[src/rtl/lcd_status_sequencer.sv]
// lcd_status_sequencer
//   Writes SmartLift status text to a 16x2 character LCD through an
//   LCD_Controller (iDATA/iRS/iStart/oDone handshake). After reset it sends the
//   full init sequence and both lines. Later it rewrites the text from the DDRAM
//   line-1 address onwards, without a clear, whenever state or floor changes
//   or iREFRESH pulses.
// Ports
//   iCLK, Reset         clock (rising edge), async active-high reset
//   iSTATE, iFLOOR      elevator motion state and current floor
//   iREFRESH            one-cycle request to rewrite the text
//   oLCD_DATA/oLCD_RS   byte and command(0)/char(1) select to the controller
//   oLCD_START          start strobe, held until iLCD_DONE
//   iLCD_DONE           write-complete from the controller
//   oBUSY               high while a frame is in progress
//   oFRAME_DONE         one-cycle pulse when the last entry of a frame completes
module lcd_status_sequencer #(
    parameter int unsigned DLY_CYCLES = 262143,
    parameter int unsigned FLOOR_W    = 4,
    parameter int unsigned MAX_FLOOR  = 9
) (
    input  logic               iCLK,
    input  logic               Reset,
    input  logic [1:0]         iSTATE,
    input  logic [FLOOR_W-1:0] iFLOOR,
    input  logic               iREFRESH,
    output logic [7:0]         oLCD_DATA,
    output logic               oLCD_RS,
    output logic               oLCD_START,
    input  logic               iLCD_DONE,
    output logic               oBUSY,
    output logic               oFRAME_DONE
);
    localparam int unsigned DLY_W       = $clog2(DLY_CYCLES + 1);
    localparam int unsigned IDX_W       = 6;
    localparam int unsigned LAST_IDX    = 37;
    localparam int unsigned REFRESH_IDX = 4;

    localparam logic [DLY_W-1:0] DLY_LAST = DLY_W'(DLY_CYCLES - 1);

    localparam logic [8*6-1:0]  TXT_PARADO   = "Parado";
    localparam logic [8*9-1:0]  TXT_SUBINDO  = "Subindo +";
    localparam logic [8*10-1:0] TXT_DESCENDO = "Descendo -";
    localparam logic [8*6-1:0]  TXT_ANDAR    = "Andar ";

    typedef enum logic [2:0] {S_IDLE, S_LOAD, S_WAIT, S_DLY, S_NEXT} state_t;

    state_t             state, stateNxt;
    logic [IDX_W-1:0]   idx, idxNxt;
    logic [1:0]         snapSt, snapStNxt;
    logic [FLOOR_W-1:0] snapFl, snapFlNxt;
    logic               initPending, initNxt;
    logic               dirty, dirtyNxt;
    logic [DLY_W-1:0]   dlyCnt, dlyNxt;
    logic [7:0]         dataNxt;
    logic               rsNxt, startNxt, busyNxt, frameDoneNxt;
    logic               changed;
    logic [8:0]         entryVal;

    // Line 1 character at column p, space padded
    function automatic logic [7:0] line1Char(input logic [1:0] st, input int p);
        logic [7:0] c;
        c = 8'h20;
        case (st)
            2'd0:    if (p < 6)  c = TXT_PARADO[8*(5-p) +: 8];
            2'd1:    if (p < 9)  c = TXT_SUBINDO[8*(8-p) +: 8];
            default: if (p < 10) c = TXT_DESCENDO[8*(9-p) +: 8];
        endcase
        return c;
    endfunction

    // Line 2 character at column p: "Andar " + digit + spaces
    function automatic logic [7:0] line2Char(input logic [FLOOR_W-1:0] fl, input int p);
        logic [7:0] c;
        c = 8'h20;
        if (p < 6) begin
            c = TXT_ANDAR[8*(5-p) +: 8];
        end else if (p == 6) begin
            c = (32'(fl) <= MAX_FLOOR) ? (8'h30 + 8'(fl)) : 8'h3F;
        end
        return c;
    endfunction

    // {RS,DATA} for one frame entry, built from the snapshot
    function automatic logic [8:0] tableEntry(input logic [IDX_W-1:0] ix,
                                              input logic [1:0] st,
                                              input logic [FLOOR_W-1:0] fl);
        int i;
        logic [8:0] e;
        i = int'(ix);
        e = 9'h120;
        if      (i == 0)             e = 9'h038;
        else if (i == 1)             e = 9'h00C;
        else if (i == 2)             e = 9'h001;
        else if (i == 3)             e = 9'h006;
        else if (i == 4)             e = 9'h080;
        else if (i <= 20)            e = {1'b1, line1Char(st, i - 5)};
        else if (i == 21)            e = 9'h0C0;
        else if (i <= 37)            e = {1'b1, line2Char(fl, i - 22)};
        return e;
    endfunction

    // State and registered outputs
    always_ff @(posedge iCLK or posedge Reset) begin
        if (Reset) begin
            state       <= S_IDLE;
            idx         <= '0;
            snapSt      <= '0;
            snapFl      <= '0;
            initPending <= 1'b1;
            dirty       <= 1'b0;
            dlyCnt      <= '0;
            oLCD_DATA   <= '0;
            oLCD_RS     <= 1'b0;
            oLCD_START  <= 1'b0;
            oBUSY       <= 1'b0;
            oFRAME_DONE <= 1'b0;
        end else begin
            state       <= stateNxt;
            idx         <= idxNxt;
            snapSt      <= snapStNxt;
            snapFl      <= snapFlNxt;
            initPending <= initNxt;
            dirty       <= dirtyNxt;
            dlyCnt      <= dlyNxt;
            oLCD_DATA   <= dataNxt;
            oLCD_RS     <= rsNxt;
            oLCD_START  <= startNxt;
            oBUSY       <= busyNxt;
            oFRAME_DONE <= frameDoneNxt;
        end
    end

    // Next-state and next-output logic
    always_comb begin
        stateNxt     = state;
        idxNxt       = idx;
        snapStNxt    = snapSt;
        snapFlNxt    = snapFl;
        initNxt      = initPending;
        dirtyNxt     = dirty;
        dlyNxt       = dlyCnt;
        dataNxt      = oLCD_DATA;
        rsNxt        = oLCD_RS;
        startNxt     = oLCD_START;
        busyNxt      = oBUSY;
        frameDoneNxt = 1'b0;
        changed      = (iSTATE != snapSt) || (iFLOOR != snapFl) || iREFRESH;
        entryVal     = tableEntry(idx, snapSt, snapFl);

        // Changes during a frame are deferred to one refresh afterwards
        if (state != S_IDLE && changed) dirtyNxt = 1'b1;

        case (state)
            S_IDLE: begin
                if (initPending || dirty || changed) begin
                    idxNxt    = initPending ? '0 : IDX_W'(REFRESH_IDX);
                    snapStNxt = iSTATE;
                    snapFlNxt = iFLOOR;
                    dirtyNxt  = 1'b0;
                    initNxt   = 1'b0;
                    busyNxt   = 1'b1;
                    stateNxt  = S_LOAD;
                end
            end
            S_LOAD: begin
                {rsNxt, dataNxt} = entryVal;
                startNxt         = 1'b1;
                stateNxt         = S_WAIT;
            end
            S_WAIT: begin
                if (iLCD_DONE) begin
                    startNxt = 1'b0;
                    dlyNxt   = '0;
                    stateNxt = S_DLY;
                end
            end
            S_DLY: begin
                if (dlyCnt == DLY_LAST) begin
                    dlyNxt   = '0;
                    stateNxt = S_NEXT;
                end else begin
                    dlyNxt = dlyCnt + DLY_W'(1);
                end
            end
            S_NEXT: begin
                if (idx == IDX_W'(LAST_IDX)) begin
                    frameDoneNxt = 1'b1;
                    busyNxt      = 1'b0;
                    stateNxt     = S_IDLE;
                end else begin
                    idxNxt   = idx + IDX_W'(1);
                    stateNxt = S_LOAD;
                end
            end
            default: stateNxt = S_IDLE;
        endcase
    end
endmodule

[config.mk]
export PLATFORM = sky130hd
export DESIGN_NAME = lcd_status_sequencer
export DESIGN_NICKNAME = d
export VERILOG_FILES = /design/src/rtl/lcd_status_sequencer.sv
export SDC_FILE = /design/constraint.sdc
export NUM_CORES = 1
export LEC_CHECK = 0
export CELL_PAD_IN_SITES_DETAIL_PLACEMENT = 1
export CELL_PAD_IN_SITES_GLOBAL_PLACEMENT = 1
export CORE_MARGIN = 1.5
export CORE_UTILIZATION = 48
export CTS_BUF_LIST = sky130_fd_sc_hd__clkbuf_8
export DETAILED_ROUTE_END_ITERATION = 8
export PLACE_DENSITY_LB_ADDON = 0.1
export SLEW_MARGIN = 40
export SYNTH_ARGS = -nofsm -noshare
export SYNTH_HDL_FRONTEND = slang
export SYNTH_SLANG_ARGS = --single-unit
[constraint.sdc]
create_clock -name iCLK -period 4 [get_ports iCLK]
set_input_delay 0.8 -clock iCLK [delete_from_list [all_inputs] [get_ports iCLK]]
set_output_delay 0.8 -clock iCLK [all_outputs]
set_load 0.05 [all_outputs]
==> results of run 1 <==
layer usage:
| metal | up-vias | part of all wire | GRT usage |
|---|---|---|---|
| li1 | 2041 | - | - |
| met1 | 2188 | 0.46 | 0.423 |
| met2 | 123 | 0.48 | 0.484 |
| met3 | 21 | 0.050 | 0.0308 |
| met4 | 0 | 0.018 | 0.0857 |
| met5 | - | 0 | 0 |
cell families (layout without fill, tap and decap cells):
| family | count (synthesis) | count (layout) | synth area share |
|---|---|---|---|
| flops | 47 | 47 | 0.272 |
| compound gates | 177 | 177 | 0.286 |
| xor+xnor | 28 | 28 | 0.0584 |
| simple gates | 221 | 221 | 0.270 |
| buf+inv | 45 | 55 | 0.0480 |
| mux | 10 | 10 | 0.0248 |
| fa+ha+maj | 14 | 14 | 0.0405 |
per-stage QoR:
step	total power, W	instances	hold slack, ps
floorplan	0.000615	542	438
global placement	0.000645	652	460
detailed placement	0.000660	652	467
CTS	0.00103	660	488
global route	0.00107	660	507
finish	0.00103	660	485
state kept, by name, indices dropped and copies added, names as in the netlist, 2 cells and up:
name,count
state,3
dlyCnt,18
idx,6
oLCD_DATA,8
snapFl,4
snapSt,2
placed cells by master (no fill, tap or decap), types with 6 or more instances in the layout:
master / synthesis / routed
a211oi_1: 6 / 6
a21oi_1: 20 / 20
a22oi_1: 7 / 7
a31oi_1: 10 / 10
and2_1: 7 / 7
buf_4: 4 / 16
clkdlybuf4s50_1: 0 / 21
dfrtp_1: 46 / 45
ha_1: 14 / 14
mux2_2: 6 / 6
nand2_1: 50 / 50
nand2b_1: 10 / 10
nand3_1: 21 / 21
nand4_1: 7 / 7
nor2_1: 46 / 46
nor2b_1: 22 / 22
nor3_1: 17 / 17
nor4_1: 8 / 8
o211ai_1: 7 / 7
o21ai_0: 48 / 48
o31ai_1: 14 / 14
xnor2_1: 21 / 20
xor2_1: 6 / 6
power groups by stage:
stage          registers, W  clock network [W]   logic, W
6_report           0.000544           0.000377   0.000107
3_3_place_gp       0.000548                  0  0.0000964
5_1_grt            0.000552           0.000393   0.000122
3_5_place_dp       0.000552                  0   0.000108
2_1_floorplan      0.000540                  0  0.0000751
4_1_cts            0.000543           0.000378   0.000109
final cells by class:
| class | count | area share |
|---|---|---|
| clock buffers | 5 | 0.0145 |
| clock inverters | 3 | 0.00921 |
| inverters | 10 | 0.00842 |
| multi-input cells | 450 | 0.622 |
| flip-flops and latches | 47 | 0.248 |
| well taps | 108 | 0.0284 |
| repair buffers | 37 | 0.0695 |
Yosys cell counts, types with 4 or more instances:
library cell | instances | share of area
clkbuf_1 | 15 | 0.013
a211oi_1 | 6 | 0.010
buf_4 | 4 | 0.0069
a221oi_1 | 4 | 0.0081
xnor2_1 | 21 | 0.042
nor4_1 | 8 | 0.012
nor2b_1 | 22 | 0.032
nor3b_1 | 6 | 0.010
and3_1 | 5 | 0.0072
o21ai_0 | 48 | 0.055
nand2b_1 | 10 | 0.014
dfrtp_1 | 46 | 0.27
o31ai_1 | 14 | 0.024
o22ai_1 | 4 | 0.0058
and4_1 | 4 | 0.0081
and2_1 | 7 | 0.010
inv_1 | 6 | 0.0052
mux2i_1 | 4 | 0.0092
buf_2 | 13 | 0.015
o21ai_1 | 4 | 0.0046
nand3_1 | 21 | 0.024
xor2_1 | 6 | 0.012
a22oi_1 | 7 | 0.012
nand2_1 | 50 | 0.043
nand4_1 | 7 | 0.010
a31oi_1 | 10 | 0.014
o21a_1 | 5 | 0.0087
ha_1 | 14 | 0.040
nor3_1 | 17 | 0.020
a21o_1 | 4 | 0.0069
nor2_1 | 46 | 0.040
o211ai_1 | 7 | 0.012
mux2_2 | 6 | 0.016
a21oi_1 | 20 | 0.023
worst max path at each step:
stage	startpoint	to	slack [ps]
finish	idx[2]	oLCD_DATA[0]	690
global route	idx[1]	oLCD_DATA[3]	450
CTS	idx[2]	oLCD_DATA[4]	720
detailed placement	idx[1]	oLCD_DATA[4]	750
global placement	idx[1]	oLCD_DATA[2]	880
floorplan	idx[0]	oLCD_DATA[0]	580
worst max-delay path, delay by kind of cell (launching register included):
kind | cells | cell delay, ps
fa+ha+maj | 1 | 390
buf+inv | 2 | 530
compound gates | 6 | 1510
xor+xnor | 1 | 170
flops | 1 | 560
==> flow_summary.yaml, run 1 <==
place:
  place.gp.congestion: 0.963
  dpl-instance-area_um2: 4630
  io_buffers: 21
  dp_slack_ps: 752
  hpwl_mm: 10.3
worst_setup_path:
  worstPathArrival_ps: 3480
  critPathCaptureType: "flip-flop"
  critPathMaxFanout: 14
  cp_slowest_stage_delay_ps: 560
  r2r_slack_ps: 690
  crit_path_frequent_cell: "buf_4"
  ff2ff_path_depth: 10
  startpoint_type: "flip-flop"
  required_ps: 4170
  slowest_stage: "dfrtp_1"
  cp_cell_sequence: "buf_4, xor2_2, ha_1, buf_4, o21ai_0, a32o_1, a211oi_2, o211ai_1, a311oi_1, o31ai_1"
  reg2reg_to: "oLCD_DATA[0]"
  r2r_start: "idx[2]"
  crit_type: "flip-flop to flip-flop"
layout:
  seqCellArea_um2: 1180
  area_growth_syn_to_layout_pct: 9.82
  fillers: 1074
  n_antenna_cell: 0
  nets: 575
  multi_input_area_um2: 2960
  utilization: 0.545
  layout-drive-gt1-share: 0.0996
  finalInstanceArea_um2: 4760
clocking:
  cts_resized: 0
  clk_pin_slew_ps: 100
  cts_max_level: 2
  tritoncts: "built"
  post_cts_buffers: 0
  cts_hold_buf: 0
  clock-sinks: 47
  cts_buffer_depth: 2
  cts_buffers: 5
  cts-root-buf: "clkbuf_8"
  clock_latency_ps: 310
die:
  die_h_um: 98.0
  top_level_ports: 22
  die_area_um2: 9600
  dieWidth_um: 98.0
  num_rows: 34
  start_util: 0.497
  core-area_um2: 8720
synthesis:
  syn-num-nets: 566
  synth-seq-cells: 47
  synthCells: 542
  syn_area_um2: 4330
  synth-edff-count: 0
  synth_cell_types: 83
  syn_area_per_cell_um2: 7.99
  ys_warn_count: 0
  yosys_most_used_dff: "dfrtp_1"
  synthArstFlopShare: 1.00
  synth_seq_area_share: 0.272
timing:
  period_share: 0.828
  fmax_ghz: 0.302
  maxSlewHeadroom: 0.517
  skew_ps: 10.6
  finalSetupViolations: 0
  finalSetupTns_ps: 0
  hold_viol_final: 0
  timing.final.ws_setup_ps: 690
  slew_viol_final: 0
  worst_pin_slew_ps: 723
  rsz0062_at_grt: "false"
  fin_crit_ps: 3310
grt:
  antenna_found_initial: 0
  track_usage: 0.299
  grt_first_pass_wirelength_mm: 23.3
  first_global_vias: 4384
  grt_overflow: 0
  grt_max_degree: 48
worst_hold_path:
  whs_path_depth: 1
  min_to: "oLCD_DATA[7]"
  hp-class: "flip-flop to flip-flop"
  hold_start: "oLCD_DATA[7]"
power_and_ir_drop:
  p_leak_nw: 1.74
  vdd_ir_drop_max_uv: 118
  powerDensity_nw_per_um2: 216
  switchingPower_w: 0.000291
  clkPwrFrac: 0.367
  comb_power_share: 0.104
  p_int_w: 0.000737
  switching_share: 0.283
  seqPwrFrac: 0.529
drt:
  wirelength_mm: 14.0
  vias: 4373
  via_per_inst: 6.63
  post-route-drc-count: 0
  drtPass1Iterations: 4
  ant_nets: 0
  wl_per_cell_um: 21.3
  drtIter0Drc: 321
status:
  outcome: "complete, no violations"
flow_run:
  cap_violations: 0
No activity file was read; power rests on OpenSTA's default activity.
==> run 2: changes to the inputs <==
==> constraint.sdc (replaced) <==
create_clock -name iCLK -period 3.2 [get_ports iCLK]
set_input_delay 0.64 -clock iCLK [delete_from_list [all_inputs] [get_ports iCLK]]
set_output_delay 0.64 -clock iCLK [all_outputs]
set_load 0.05 [all_outputs]
==> run 2 against run 1 <==
Against the previous run: fmax rose by 9.8%; non-clock buffer count rose by 16; sequential share of layout area fell by 0.74 points; via count rose by 3.7%; clock skew barely moved; cell count rose by 2.4%; clock power rose by 5.3%; first-iteration DRC count fell by 4.4%; sequential power rose by 24%; final area rose by 3.0%; sequential cell count did not move; critical path type unchanged.
==> flow_summary.yaml, run 2 (synthesized netlist as in run 1, its figures left out) <==
clocking:
  cts_buffer_depth: 2
  tritoncts: "built"
  clock_latency_ps: 310
  cts_max_level: 2
  cts_buffers: 5
  clock-sinks: 47
  clk_pin_slew_ps: 110
  cts_hold_buf: 0
  cts-root-buf: "clkbuf_8"
worst_hold_path:
  hp-class: "flip-flop to flip-flop"
layout:
  largest_register_ffs: 18
  finalInstanceArea_um2: 4900
  final_common_cell: "nand2_1"
  area_growth_syn_to_layout_pct: 13.1
  layout-drive-gt1-share: 0.136
  top_register: "dlyCnt"
  mostFrequentLayoutCells: "nand2_1 (49), nor2_1 (46), o21ai_0 (46), dfrtp_1 (46), buf_4 (32)"
  final_cells: 676
  n_antenna_cell: 0
  nets: 591
  top_regs: "dlyCnt (18), oLCD_DATA (8), idx (6)"
  utilization: 0.562
  fillers: 1074
grt:
  first_global_vias: 4708
  track_usage: 0.315
  grt_max_degree: 48
  antenna_found_initial: 0
  grt_overflow: 0
  grt_first_pass_wirelength_mm: 24.6
worst_setup_path:
  path_buf_inv: 3
  slowest_stage: "dfrtp_1"
  worstPathArrival_ps: 3200
  required_ps: 3380
  critPathTopFamily: "compound AO/OA/AOI/OAI gates"
  critPathCaptureType: "flip-flop"
  startpoint_type: "flip-flop"
  cp_cell_sequence: "inv_1, buf_4, ha_1, ha_2, buf_4, and4_1, o21a_1, a2111o_1, and4bb_1, a311oi_1, o31ai_1"
  crit_type: "flip-flop to flip-flop"
  crit_path_frequent_cell: "buf_4"
  cp_slowest_stage_delay_ps: 390
  r2r_slack_ps: 190
  critPathMaxFanout: 10
drt:
  drtIter0Drc: 307
  ant_nets: 0
  wirelength_mm: 14.8
  drtPass1Iterations: 5
  wl_per_cell_um: 21.9
  via_per_inst: 6.71
  post-route-drc-count: 0
  vias: 4534
power_and_ir_drop:
  vdd_ir_drop_max_uv: 140
  powerDensity_nw_per_um2: 247
  p_leak_nw: 1.81
die:
  top_level_ports: 22
  die_h_um: 98.0
  num_rows: 34
  start_util: 0.497
  core-area_um2: 8720
  dieWidth_um: 98.0
  die_area_um2: 9600
status:
  outcome: "complete, no violations"
place:
  io_buffers: 21
  place.gp.congestion: 0.917
  dpl-instance-area_um2: 4760
  hpwl_mm: 10.8
  dp.cells: 668
timing:
  skew_ps: 10.7
  hold_viol_final: 0
  finalSetupViolations: 0
  worst_pin_slew_ps: 724
  finalSetupTns_ps: 0
  slew_viol_final: 0
  fmax_ghz: 0.332
  maxSlewHeadroom: 0.512
  period_share: 0.942
  fin_crit_ps: 3010
flow_run:
  cap_violations: 0
[run 2: cell count changes in the layout (fill, tap and decap cells not counted), sizes merged]
| cell | previous run | this run |
|---|---|---|
| buf | 16 | 32 |
| inv | 9 | 11 |
| bufinv | 1 | 0 |
| clkinv | 3 | 2 |
[run 2: layout make-up]
cell class,instances,area [um^2],area share
Clock buffer,5,68.8,0.0141
Clock inverter,3,22.5,0.00460
Sequential cell,47,1180,0.240
Inverter,10,38.8,0.00792
Multi-Input combinational cell,450,3000,0.613
Timing Repair Buffer,53,450,0.0920
Tap cell,108,135,0.0276
[run 2: per-stage QoR]
stage / hold slack [ps] / worst slack (ps) / total power (W)
after CTS: 494 / 94.1 / 0.00122
after global routing: 523 / -2.32 / 0.00127
after detailed placement: 470 / 126 / 0.000823
after global placement: 458 / 266 / 0.000807
after floorplan: 438 / 6.86 / 0.000768
final: 491 / 186 / 0.00121
[run 2: power breakdown]
part	internal [W]	switching (W)	leakage, nW
combinational	0.0000564	0.0000767	1.17
clock	0.000159	0.000239	0.0489
sequential	0.000631	0.0000466	0.594
total	0.000846	0.000362	1.81
[run 2: worst paths after layout]
| check | start | to | depth (start not counted) |
|---|---|---|---|
| worst max-delay path | idx[1] | oLCD_DATA[0] | 11 |
| worst min-delay path | oLCD_DATA[7] | oLCD_DATA[7] | 1 |
| worst max register to register | idx[1] | oLCD_DATA[0] | 11 |
| worst min register to register | oLCD_DATA[7] | oLCD_DATA[7] | 1 |
| max in group asynchronous | Reset | dlyCnt[5] | 3 |
| min in group asynchronous | Reset | snapFl[1] | 3 |
[run 2: repair_timing]
action / CTS / global route
setup buffers: 0 / 0
endpoints found under the setup margin: 0 / 5
resized for setup: 0 / 11
[run 2: worst register-to-register path, cell delays in order, from the launching register on]
cell and delay, ps:
dfrtp_1 390, inv_1 90, buf_4 170, ha_1 350, ha_2 230, buf_4 180, and4_1 200, o21a_1 200
a2111o_1 390, and4bb_1 270, a311oi_1 310, o31ai_1 110
[run 2: routing by layer]
metal  wire length [um]  up-vias  GRT usage
met4                388        0      0.100
met5                  0        -          0
met2               6930      170      0.505
met1               6590     2247      0.439
met3                912       35     0.0444
li1                   -     2082          -
==> run 3: changes to the inputs <==
--- a/config.mk
+++ b/config.mk
@@ -8,8 +8,7 @@
 export CELL_PAD_IN_SITES_DETAIL_PLACEMENT = 1
 export CELL_PAD_IN_SITES_GLOBAL_PLACEMENT = 1
 export CORE_MARGIN = 1.5
-export CORE_UTILIZATION = 48
-export CTS_BUF_LIST = sky130_fd_sc_hd__clkbuf_8
+export CORE_UTILIZATION = 46
 export DETAILED_ROUTE_END_ITERATION = 8
 export PLACE_DENSITY_LB_ADDON = 0.1
 export SLEW_MARGIN = 40
==> run 3 against run 2 <==
Against the previous run: combinational power barely moved; critical endpoint is now oLCD_DATA[1]; fmax shrank 0.47%; first-iteration DRC count decreased by 34%; largest power group unchanged.
==> flow_summary.yaml, run 3 (synthesized netlist as in run 1, its figures left out) <==
timing:
  finalSetupTns_ps: 0
  slew_viol_final: 0
  period_share: 0.946
  worst_pin_slew_ps: 689
  rsz0062_at_grt: "false"
  fmax_ghz: 0.330
  skew_ps: 12.9
  finalSetupViolations: 0
  fin_crit_ps: 3030
  maxSlewHeadroom: 0.536
  holdWs_ps: 488
  hold_viol_final: 0
power_and_ir_drop:
  switching_share: 0.272
  seqPwrFrac: 0.535
  power_w: 0.00127
  clkPwrFrac: 0.362
  comb_power_share: 0.104
  vdd_ir_drop_max_uv: 181
  p_int_w: 0.000922
  switchingPower_w: 0.000345
  p_leak_nw: 1.81
  powerDensity_nw_per_um2: 255
grt:
  grt_first_pass_wirelength_mm: 23.5
  use_met2: 0.490
  first_global_vias: 4463
  met1_usage: 0.411
  grt_use_met3: 0.0425
  grt_overflow: 0
  track_usage: 0.299
  busiest_layer: "met2"
  antenna_found_initial: 0
  grt_max_degree: 32
clocking:
  tritoncts: "built"
  clock_latency_ps: 320
  clk_pin_slew_ps: 100
  cts_buffers: 5
  cts_max_level: 2
  clock-sinks: 47
  cts_hold_buf: 0
  cts-root-buf: "clkbuf_8"
  cts_buffer_depth: 2
drt:
  wl_per_cell_um: 21.3
  post-route-drc-count: 0
  via_per_inst: 6.47
  drtPass1Iterations: 4
  drtIter0Drc: 202
  vias: 4408
  ant_nets: 0
  wirelength_mm: 14.5
worst_setup_path:
  critPathMaxFanout: 7
  worstPathArrival_ps: 3210
  r2r_start: "idx[0]"
  crit_path_start: "idx[0]"
  cp_cell_sequence: "clkinv_2, ha_4, xor2_4, buf_4, inv_2, ha_1, nor3b_2, a22oi_1, a21oi_1, a22o_1, buf_4, a311oi_1, o311ai_2"
  crit_type: "flip-flop to flip-flop"
  crit_path_frequent_cell: "buf_4"
  cp_slowest_stage_delay_ps: 380
  critPathCaptureType: "flip-flop"
  slowest_stage: "dfrtp_1"
  required_ps: 3390
  startpoint_type: "flip-flop"
layout:
  n_antenna_cell: 0
  top_regs: "dlyCnt (18), oLCD_DATA (8), idx (6)"
  area_growth_syn_to_layout_pct: 14.8
  mostFrequentLayoutCells: "nand2_1 (50), o21ai_0 (48), nor2_1 (46)"
  largest_register_ffs: 18
  nets: 593
  layout-drive-gt1-share: 0.142
  final_common_cell: "nand2_1"
  top_register: "dlyCnt"
die:
  top_level_ports: 22
  die_area_um2: 10000
  start_util: 0.471
  dieWidth_um: 100
  num_rows: 35
  die_h_um: 100
  core-area_um2: 9200
status:
  outcome: "complete, no violations"
worst_hold_path:
  hp-class: "flip-flop to flip-flop"
  hold_start: "dlyCnt[14]"
place:
  place.gp.congestion: 0.935
  io_buffers: 21
  hpwl_mm: 10.9
flow_run:
  cap_violations: 0
## run 3: final cells by class
type	count	area, um^2
clock inverter	2	37.5
multi-input combinational	450	3040
sequential	47	1180
clock buffer	6	72.6
fill	1117	4230
timing repair buffer	55	465
inverter	10	38.8
tap	111	139
## run 3: worst max-delay path, delay by kind of cell (launching register included)
kind / cells / cell delay [ps]
AO/OA/AOI/OAI: 5 / 1240
XOR/XNOR: 1 / 180
adder cells (fa/ha/maj): 2 / 510
buffers and inverters: 4 / 500
flip-flops: 1 / 380
AND/OR/NAND/NOR: 1 / 70
## run 3: timing repair
| item | CTS | global route |
|---|---|---|
| gates resized for setup | 0 | 14 |
| setup endpoints to repair | 0 | 7 |
| setup buffers | 0 | 1 |
## run 3: path summary, 6_finish.rpt
check,slack (ps),endpoint,cells after the start
worst max-delay path,170,oLCD_DATA[1],13
worst min-delay path,490,dlyCnt[14],1
worst max register to register,170,oLCD_DATA[1],13
worst min register to register,490,dlyCnt[14],1
max in group asynchronous,2070,dlyCnt[6],3
min in group asynchronous,540,idx[1],2
## run 3: through the flow
| step | setup slack [ps] | area (um^2) | utilization | cells |
|---|---|---|---|---|
| global route | 12.7 | 4970 | 0.541 | 681 |
| global placement | 120 | 4770 | 0.519 | 672 |
| finish | 172 | 4970 | 0.541 | 681 |
| detailed placement | -3.87 | 4770 | 0.519 | 672 |
| CTS | 5.29 | 4880 | 0.531 | 680 |
| floorplan | 6.86 | 4350 | - | 542 |
## run 3: layer usage
layer,part of all wire,vias up
met5,0,-
met4,0.021,0
met3,0.059,23
met2,0.47,115
met1,0.45,2185
li1,-,2085
## run 3: power by group through the flow
stage	Sequential, W	Combinational (W)	Clock (W)
finish	0.000678	0.000131	0.000458
detailed placement	0.000686	0.000134	0
CTS	0.000676	0.000135	0.000464
global placement	0.000685	0.000123	0
floorplan	0.000675	0.0000939	0
global route	0.000683	0.000153	0.000491
